[config.mk]
export PLATFORM = sky130hd
export DESIGN_NAME = truth_table_capture
export DESIGN_NICKNAME = d
export VERILOG_FILES = /design/src/rtl/truth_table_capture.sv
export SDC_FILE = /design/constraint.sdc
export NUM_CORES = 1
export LEC_CHECK = 0
export BUFFER_PORTS_ARGS = -buffer_cell sky130_fd_sc_hd__clkbuf_2
export CAP_MARGIN = 20
export CORE_MARGIN = 4
export CORE_UTILIZATION = 40
export CTS_CLUSTER_DIAMETER = 30
export DETAILED_ROUTE_END_ITERATION = 10
export HOLD_SLACK_MARGIN = 0.12
export PLACE_DENSITY = 0.64
export SLEW_MARGIN = 5
export SYNTH_ARGS = -nofsm -noshare
export SYNTH_HDL_FRONTEND = slang
export SYNTH_SLANG_ARGS = --single-unit
[constraint.sdc]
create_clock -name clock -period 2.3 [get_ports clock]
set_input_delay 0.23 -clock clock [delete_from_list [all_inputs] [get_ports clock]]
set_output_delay 0.23 -clock clock [all_outputs]
set_load 0.1 [all_outputs]
[src/rtl/truth_table_capture.sv]
// Clocked truth-table reader: sweeps x_out over every input vector, samples z_in after a settle
// delay and scores the observed table against EXP_TABLE. Optional macro: TT_CAPTURE_HALT_ON_ERR_EN.
module truth_table_capture #(
  parameter int                  N_IN      = 3,
  parameter int                  SETTLE    = 2,
  parameter logic [2**N_IN-1:0]  EXP_TABLE = 8'b01000011
) (
  input  logic                clock,
  input  logic                reset_n,
  input  logic                start,
  input  logic                z_in,
  output logic [N_IN-1:0]     x_out,
  output logic                busy,
  output logic                done,
  output logic [2**N_IN-1:0]  captured,
  output logic [N_IN:0]       err_count,
  output logic [N_IN-1:0]     first_err_idx,
  output logic                error
);

  localparam int CW = (SETTLE > 1) ? $clog2(SETTLE + 1) : 1;
  localparam logic [N_IN-1:0] LAST_IDX = '1;

  typedef enum logic [1:0] {S_IDLE, S_DRIVE, S_SETTLE, S_SAMPLE} state_t;

  state_t               state_q, state_d;
  logic [N_IN-1:0]      idx_q, idx_d;
  logic [CW-1:0]        cnt_q, cnt_d;
  logic [N_IN-1:0]      x_q, x_d;
  logic                 busy_q, busy_d;
  logic                 done_q, done_d;
  logic [2**N_IN-1:0]   captured_q, captured_d;
  logic [N_IN:0]        err_q, err_d;
  logic [N_IN-1:0]      first_q, first_d;
  logic                 error_q, error_d;
  logic                 mismatch;
  logic                 halt;

  always_ff @(posedge clock or negedge reset_n) begin
    if (!reset_n) begin
      state_q    <= S_IDLE;
      idx_q      <= '0;
      cnt_q      <= '0;
      x_q        <= '0;
      busy_q     <= 1'b0;
      done_q     <= 1'b0;
      captured_q <= '0;
      err_q      <= '0;
      first_q    <= '0;
      error_q    <= 1'b0;
    end else begin
      state_q    <= state_d;
      idx_q      <= idx_d;
      cnt_q      <= cnt_d;
      x_q        <= x_d;
      busy_q     <= busy_d;
      done_q     <= done_d;
      captured_q <= captured_d;
      err_q      <= err_d;
      first_q    <= first_d;
      error_q    <= error_d;
    end
  end

  always_comb begin
    state_d    = state_q;
    idx_d      = idx_q;
    cnt_d      = cnt_q;
    x_d        = x_q;
    busy_d     = busy_q;
    done_d     = 1'b0;
    captured_d = captured_q;
    err_d      = err_q;
    first_d    = first_q;
    error_d    = error_q;
    mismatch   = (z_in != EXP_TABLE[idx_q]);
`ifdef TT_CAPTURE_HALT_ON_ERR_EN
    halt       = mismatch;
`else
    halt       = 1'b0;
`endif
    case (state_q)
      S_IDLE: begin
        if (start) begin
          state_d    = S_DRIVE;
          idx_d      = '0;
          busy_d     = 1'b1;
          captured_d = '0;
          err_d      = '0;
          first_d    = '0;
          error_d    = 1'b0;
        end
      end
      S_DRIVE: begin
        x_d     = idx_q;
        cnt_d   = '0;
        state_d = (SETTLE == 0) ? S_SAMPLE : S_SETTLE;
      end
      S_SETTLE: begin
        cnt_d = cnt_q + 1'b1;
        if (int'(cnt_q) >= SETTLE - 1) state_d = S_SAMPLE;
      end
      S_SAMPLE: begin
        captured_d[idx_q] = z_in;
        // first_err_idx latches only while the running count is still zero
        if (mismatch) begin
          err_d   = err_q + 1'b1;
          error_d = 1'b1;
          if (err_q == '0) first_d = idx_q;
        end
        if (idx_q == LAST_IDX || halt) begin
          state_d = S_IDLE;
          busy_d  = 1'b0;
          done_d  = 1'b1;
        end else begin
          idx_d   = idx_q + 1'b1;
          state_d = S_DRIVE;
        end
      end
      default: state_d = S_IDLE;
    endcase
  end

  assign x_out         = x_q;
  assign busy          = busy_q;
  assign done          = done_q;
  assign captured      = captured_q;
  assign err_count     = err_q;
  assign first_err_idx = first_q;
  assign error         = error_q;

endmodule

### Yosys cells after proc, flatten, opt, wreduce, memory -nomap -nowiden

Memories as Yosys holds them, arrays and structs flattened.
Cells that the tools add are included.

| operators by class | value |
|---|---|
| $add $sub $neg | 3 |
| $lt $le $gt $ge | 3 |
| equality and inequality tests | 11 |
| mux-type cells | 28 |
| reductions and logical operators | 11 |

Operator list:

| cell | number |
|---|---|
| 8-bit one-hot mux with 2 select lines | 1 |
| 3-bit 2-to-1 mux | 4 |
| 2-bit inequality test, second input constant | 6 |
| 3-bit one-hot mux with 2 select lines | 2 |
| 1-bit 2-to-1 mux | 9 |
| 3-bit AND reduction | 3 |
| 8-bit bitwise mux | 1 |
| 4-bit 2-to-1 mux | 2 |
| 8-bit 2-to-1 mux | 1 |
| 2-bit one-hot mux with 4 select lines | 1 |
| 4-bit one-hot mux with 2 select lines | 1 |
| 4-bit by 1-bit adder with 4-bit output, second input constant | 1 |
| 2-bit equality test, second input constant | 2 |
| 4-bit logical NOT | 1 |
| 3-bit by 4-bit < comparator with 1-bit output, second input constant | 1 |
| 2-bit 2-to-1 mux | 2 |
| 1-bit one-hot mux with 2 select lines | 2 |
| 2-bit one-hot mux with 2 select lines | 1 |
| 2-bit AND reduction | 2 |
| 4-bit AND reduction | 1 |
| 2-bit nonzero test | 2 |
| 3-bit by 1-bit adder with 3-bit output, second input constant | 1 |
| 1-bit demux with 3-bit select | 1 |
| 3-bit equality test, second input constant | 1 |
| 7 further kinds | 7 |

| storage, ports and cells | value |
|---|---|
| register bits | 28 |
| memory bits (read-only) | 8 |
| input port bits | 4 |
| output and inout port bits | 21 |
| logic and storage cells | 67 |
| memories | 1 |

Memories:

| memory | words | bits a word | rd ports | clocked after memory_dff | wr ports | line | source |
|---|---|---|---|---|---|---|---|
| (no name shown) | 8 | 1 | 1 | 0 | 0 | 76 | `mismatch = (z_in != EXP_TABLE[idx_q]);` |

### Logic depth before layout (Yosys ltp)

| depth | value |
|---|---|
| depth in word-level cells | 6 |
| depth in mapped cells | 6 |
| mapped depth without buffers | 6 |

### Least setup slack after synthesis

Ideal clock, no wire load.

| timing | value |
|---|---|
| kind | reg2reg |
| start point | register err_q[0] (netlist: err_count[0]) |
| end point | register first_q[2] (netlist: first_err_idx[2]) |
| arrival time | 1992 ps |
| required time | 2173 ps |
| setup slack | 182 ps |
| stages on the path, launching flop included | 7 |
| path buffers | 0 |
| path through | dfrtp_1 inv_1 ha_1 nor3b_1 o21ai_2 nor4_1 a221o_1 |

| between the ends | value |
|---|---|
| word-level cells in the longest chain between the ends | 3 |

Ends and longest elaborated chain:

| item | line | source |
|---|---|---|
| start: declaration | 33 | `logic [N_IN:0] err_q, err_d;` |
| start signal: assignment | 59 | `err_q <= err_d;` |
| 4-bit logical NOT | 109 | `if (err_q == '0) first_d = idx_q;` |
| 2-bit inequality test (no line) | n/a |  |
| 4-bit AND reduction (no line) | n/a |  |
| end signal: assignment | 60 | `first_q <= first_d;` |
| end: declaration | 34 | `logic [N_IN-1:0] first_q, first_d;` |

Every way passes these cells.
A chain may end at the register's enable or synchronous reset.

### Final worst setup path

| timing | value |
|---|---|
| start point | register idx_q[0] |
| end point | register first_q[0] (netlist: first_err_idx[0]) |

| between the ends | value |
|---|---|
| word-level cells in the longest chain between the ends | 5 |

Ends and longest elaborated chain:

| item | line | source |
|---|---|---|
| start: declaration | 27 | `logic [N_IN-1:0] idx_q, idx_d;` |
| start signal: assignment | 53 | `idx_q <= idx_d;` |
| memory read 8 x 1 bit | n/a |  |
| 1-bit 2-to-1 mux (implied by the code) | 76 |  |
| 1-bit inequality test | 76 |  |
| 2-bit inequality test (no line) | n/a |  |
| 4-bit AND reduction (no line) | n/a |  |

Several ways; a longest one is shown, not always the timed one. The select of a mux whose other input is x is not followed.

==> impl_metrics.sql <==
INSERT INTO impl_metrics (metric_group, metric, value, unit) VALUES
('status', 'status', 'finished, final reports clean', ''),
('pwr', 'power.switching_fraction', '53.9', '%'),
('clock_tree', 'cts-hold-fix-buffers', '1', ''),
('grt', 'grt_antenna_before_repair', '0', ''),
('worst_setup_path', 'arrival', '2.17', 'ns'),
('pwr', 'p_seq_share', '27.6', '%'),
('timing', 'max_slew_margin', '53.9', '%'),
('synth', 'synth_area', '1600', 'sq um'),
('worst_setup_path', 'setup.worst_path.class', 'flip-flop to flip-flop', ''),
('synth', 'synth_area_leader_cell', 'sky130_fd_sc_hd__dfrtp_1', ''),
('clock_tree', 'ctsLongestPathBuffers', '2', ''),
('hold_path', 'min-delay-path-class', 'input port to flip-flop', ''),
('worst_setup_path', 'critPathCaptureType', 'flip-flop', ''),
('die', 'die_x', '71.2', 'microns'),
('detailed_routing', 'vias_per_cell', '5.61', ''),
('cells_and_area', 'layout-area-overhead-vs-synth', '15.5', '%'),
('worst_setup_path', 'cp-startpoint', 'idx_q[0]', ''),
('pwr', 'static-leakage-power', '0.872', 'nW'),
('grt', 'groute.usage.overall', '14.9', '%'),
('worst_setup_path', 'start_kind', 'flip-flop', ''),
('die', 'placementRows', '22', ''),
('clock_tree', 'cts.htree.levels', '1', ''),
('grt', 'grt_pass1_vias', '1330', ''),
('worst_setup_path', 'max_stage_delay', '0.64', 'ns'),
('synth', 'synth-seq-area-share', '43.9', '%'),
('synth', 'synth.area.top_cells', 'sky130_fd_sc_hd__dfrtp_1 44%, sky130_fd_sc_hd__ha_1 8.6%, sky130_fd_sc_hd__o21ai_0 5.3%', ''),
('clock_tree', 'tritoncts_clock_tree', 'built', ''),
('cells_and_area', 'fin_area', '1850', 'sq um'),
('pwr', 'combPwrFrac', '58.6', '%'),
('detailed_routing', 'finalWirelength', '3470', 'microns'),
('detailed_routing', 'route.vias.total', '1312', ''),
('place', 'buffer_ports.inserted', '24', ''),
('pwr', 'vdd.ir_drop.worst', '585', 'uV'),
('timing', 'clock_skew', '0.00599', 'ns'),
('pwr', 'power.share.clock', '13.8', '%'),
('worst_setup_path', 'worstPathBufferInverterCount', '1', ''),
('detailed_routing', 'post-route-drc-count', '0', ''),
('pwr', 'power.net_switching', '0.00151', 'W'),
('timing', 'fmax', '513', 'MHz'),
('timing', 'layout_worst_path_cycle_share', '84.7', '%'),
('detailed_routing', 'detail_route.first_pass.iterations', '4', ''),
('grt', 'grt_max_degree', '29', ''),
('clock_tree', 'post_cts_resized', '0', ''),
('cells_and_area', 'layout.core_utilization', '48.9', '%'),
('place', 'placement_setup_slack', '0.390', 'ns'),
('cells_and_area', 'mostFrequentLayoutCells', '28 x sky130_fd_sc_hd__dfrtp_1, 24 x sky130_fd_sc_hd__clkbuf_2, 19 x sky130_fd_sc_hd__nand2_1', ''),
('worst_setup_path', 'worst_ep_required_time', '2.53', 'ns'),
('place', 'dp.final_hpwl', '2520', 'microns'),
('clock_tree', 'clock_latency', '0.28', 'ns'),
('timing', 'rsz_0062_raised_after_global_routing', 'no', ''),
('synth', 'syn_nets', '176', ''),
('place', 'place_congestion', '0.818', ''),
('die', 'design.die.area', '5070', 'sq um'),
('timing', 'timing.final.hold_violations', '0', ''),
('worst_setup_path', 'critPathMaxFanout', '15', ''),
('pwr', 'power.density', '1520', 'nW/um^2'),
('synth', 'post_synth_inst_count', '161', ''),
('cells_and_area', 'instances_no_fill', '234', ''),
('synth', 'synth.distinct_cells', '42', ''),
('timing', 'setup_violations', '0', ''),
('timing', 'setup_tns', '0', 'ns'),
('timing', 'period_needed', '1.95', 'ns'),
('synth', 'async_reset_ff_share', '100', '%'),
('die', 'initial_utilization', '42.4', '%'),
('synth', 'synthDominantCellAreaShare', '43.9', '%'),
('timing', 'slew_at_the_pin_closest_to_its_max_slew_limit', '0.691', 'ns'),
('clock_tree', 'cts.sink_count', '28', ''),
('detailed_routing', 'detailedRoute.firstIterationViolations', '86', ''),
('clock_tree', 'worst_setup_hold_path_clk_slew', '0.10', 'ns'),
('worst_setup_path', 'timing.critical_path.cells', 'inv_1, ha_1, and2_4, o21a_2, nor4_1, a221o_1', ''),
('synth', 'synth_seq_cells', '28', '');
stage by stage:
stage	total power [W]	hold slack, ns
after floorplan	0.00210	-0.0656
after global placement	0.00238	0.310
after detailed placement	0.00243	0.316
after CTS	0.00282	0.359
after global routing	0.00301	0.377
final	0.00281	0.357
kinds of logic (layout without fill, tap and decap cells):
group,count (synthesis),count (layout),share of synthesized area [%]
and+or+nand+nor,54,54,19.3
AOI/OAI and AO/OA,48,48,20.5
DFF,28,28,43.9
buffers and inverters,15,40,3.91
adders and majority gates,11,11,8.61
muxes,5,5,3.76
per-layer routing:
| layer | GRT usage (%) | vias to the layer above | wire length [microns] |
|---|---|---|---|
| met2 | 24.5 | 24 | 1690 |
| met1 | 18.8 | 644 | 1570 |
| met4 | 6.68 | 0 | 44 |
| met5 | 0 | - | 0 |
| met3 | 2.98 | 4 | 157 |
| li1 | - | 640 | - |
worst register-to-register path, cell delays in order (launching register included):
cell,delay [ns]
sky130_fd_sc_hd__dfrtp_1,0.64
sky130_fd_sc_hd__inv_1,0.14
sky130_fd_sc_hd__ha_1,0.22
sky130_fd_sc_hd__and2_4,0.17
sky130_fd_sc_hd__o21a_2,0.24
sky130_fd_sc_hd__nor4_1,0.32
sky130_fd_sc_hd__a221o_1,0.16
cell type report:
| type | instances | area (sq um) |
|---|---|---|
| Fill cell | 363 | 1930 |
| Multi-Input combinational cell | 118 | 835 |
| Sequential cell | 28 | 701 |
| Timing Repair Buffer | 27 | 145 |
| Tap cell | 48 | 60.1 |
| Clock buffer | 3 | 41.3 |
| Inverter | 9 | 33.8 |
| Clock inverter | 1 | 30.0 |
power by group through the flow:
| stage | sequential (W) | combinational [W] | clock (W) |
|---|---|---|---|
| after floorplan | 0.00129 | 0.000811 | 0 |
| after global placement | 0.000772 | 0.00160 | 0 |
| after detailed placement | 0.000784 | 0.00165 | 0 |
| after CTS | 0.000773 | 0.00165 | 0.000398 |
| after global routing | 0.000798 | 0.00179 | 0.000419 |
| final | 0.000774 | 0.00164 | 0.000389 |
cells in the mapped netlist (2+ instances only):
master and n:
sky130_fd_sc_hd__or3_1 2, sky130_fd_sc_hd__nand3_1 3, sky130_fd_sc_hd__mux2_2 4, sky130_fd_sc_hd__nand2b_1 4
sky130_fd_sc_hd__and2_1 4, sky130_fd_sc_hd__inv_1 9, sky130_fd_sc_hd__buf_2 5, sky130_fd_sc_hd__o211ai_1 3
sky130_fd_sc_hd__ha_1 11, sky130_fd_sc_hd__dfrtp_1 28, sky130_fd_sc_hd__a31oi_1 3, sky130_fd_sc_hd__nand2_1 19
sky130_fd_sc_hd__o311ai_1 2, sky130_fd_sc_hd__a221o_1 3, sky130_fd_sc_hd__o31ai_1 2, sky130_fd_sc_hd__a21oi_1 5
sky130_fd_sc_hd__nand3b_1 2, sky130_fd_sc_hd__nor4_1 4, sky130_fd_sc_hd__nor2_1 2, sky130_fd_sc_hd__a22o_1 5
sky130_fd_sc_hd__o21ai_2 2, sky130_fd_sc_hd__nor3_1 2, sky130_fd_sc_hd__o21ai_0 17, sky130_fd_sc_hd__nor2b_1 2
sequential cells by signal, indices dropped and copies added (netlist names):
name	flops
busy	1
captured	8
cnt_q	2
done	1
err_count	4
error	1
first_err_idx	3
idx_q	3
state_q	2
x_out	3
path summary, 6_finish.rpt:
kind,endpoint,slack [ns],cells after the start
max,first_err_idx[0],0.35,6
max in group asynchronous,err_count[2],1.34,2
min in group asynchronous,first_err_idx[0],0.52,2
min reg2reg,captured[6],0.51,1
max reg2reg,first_err_idx[0],0.35,6
min,idx_q[0],0.36,3
No activity file was read; power rests on OpenSTA's default activity.
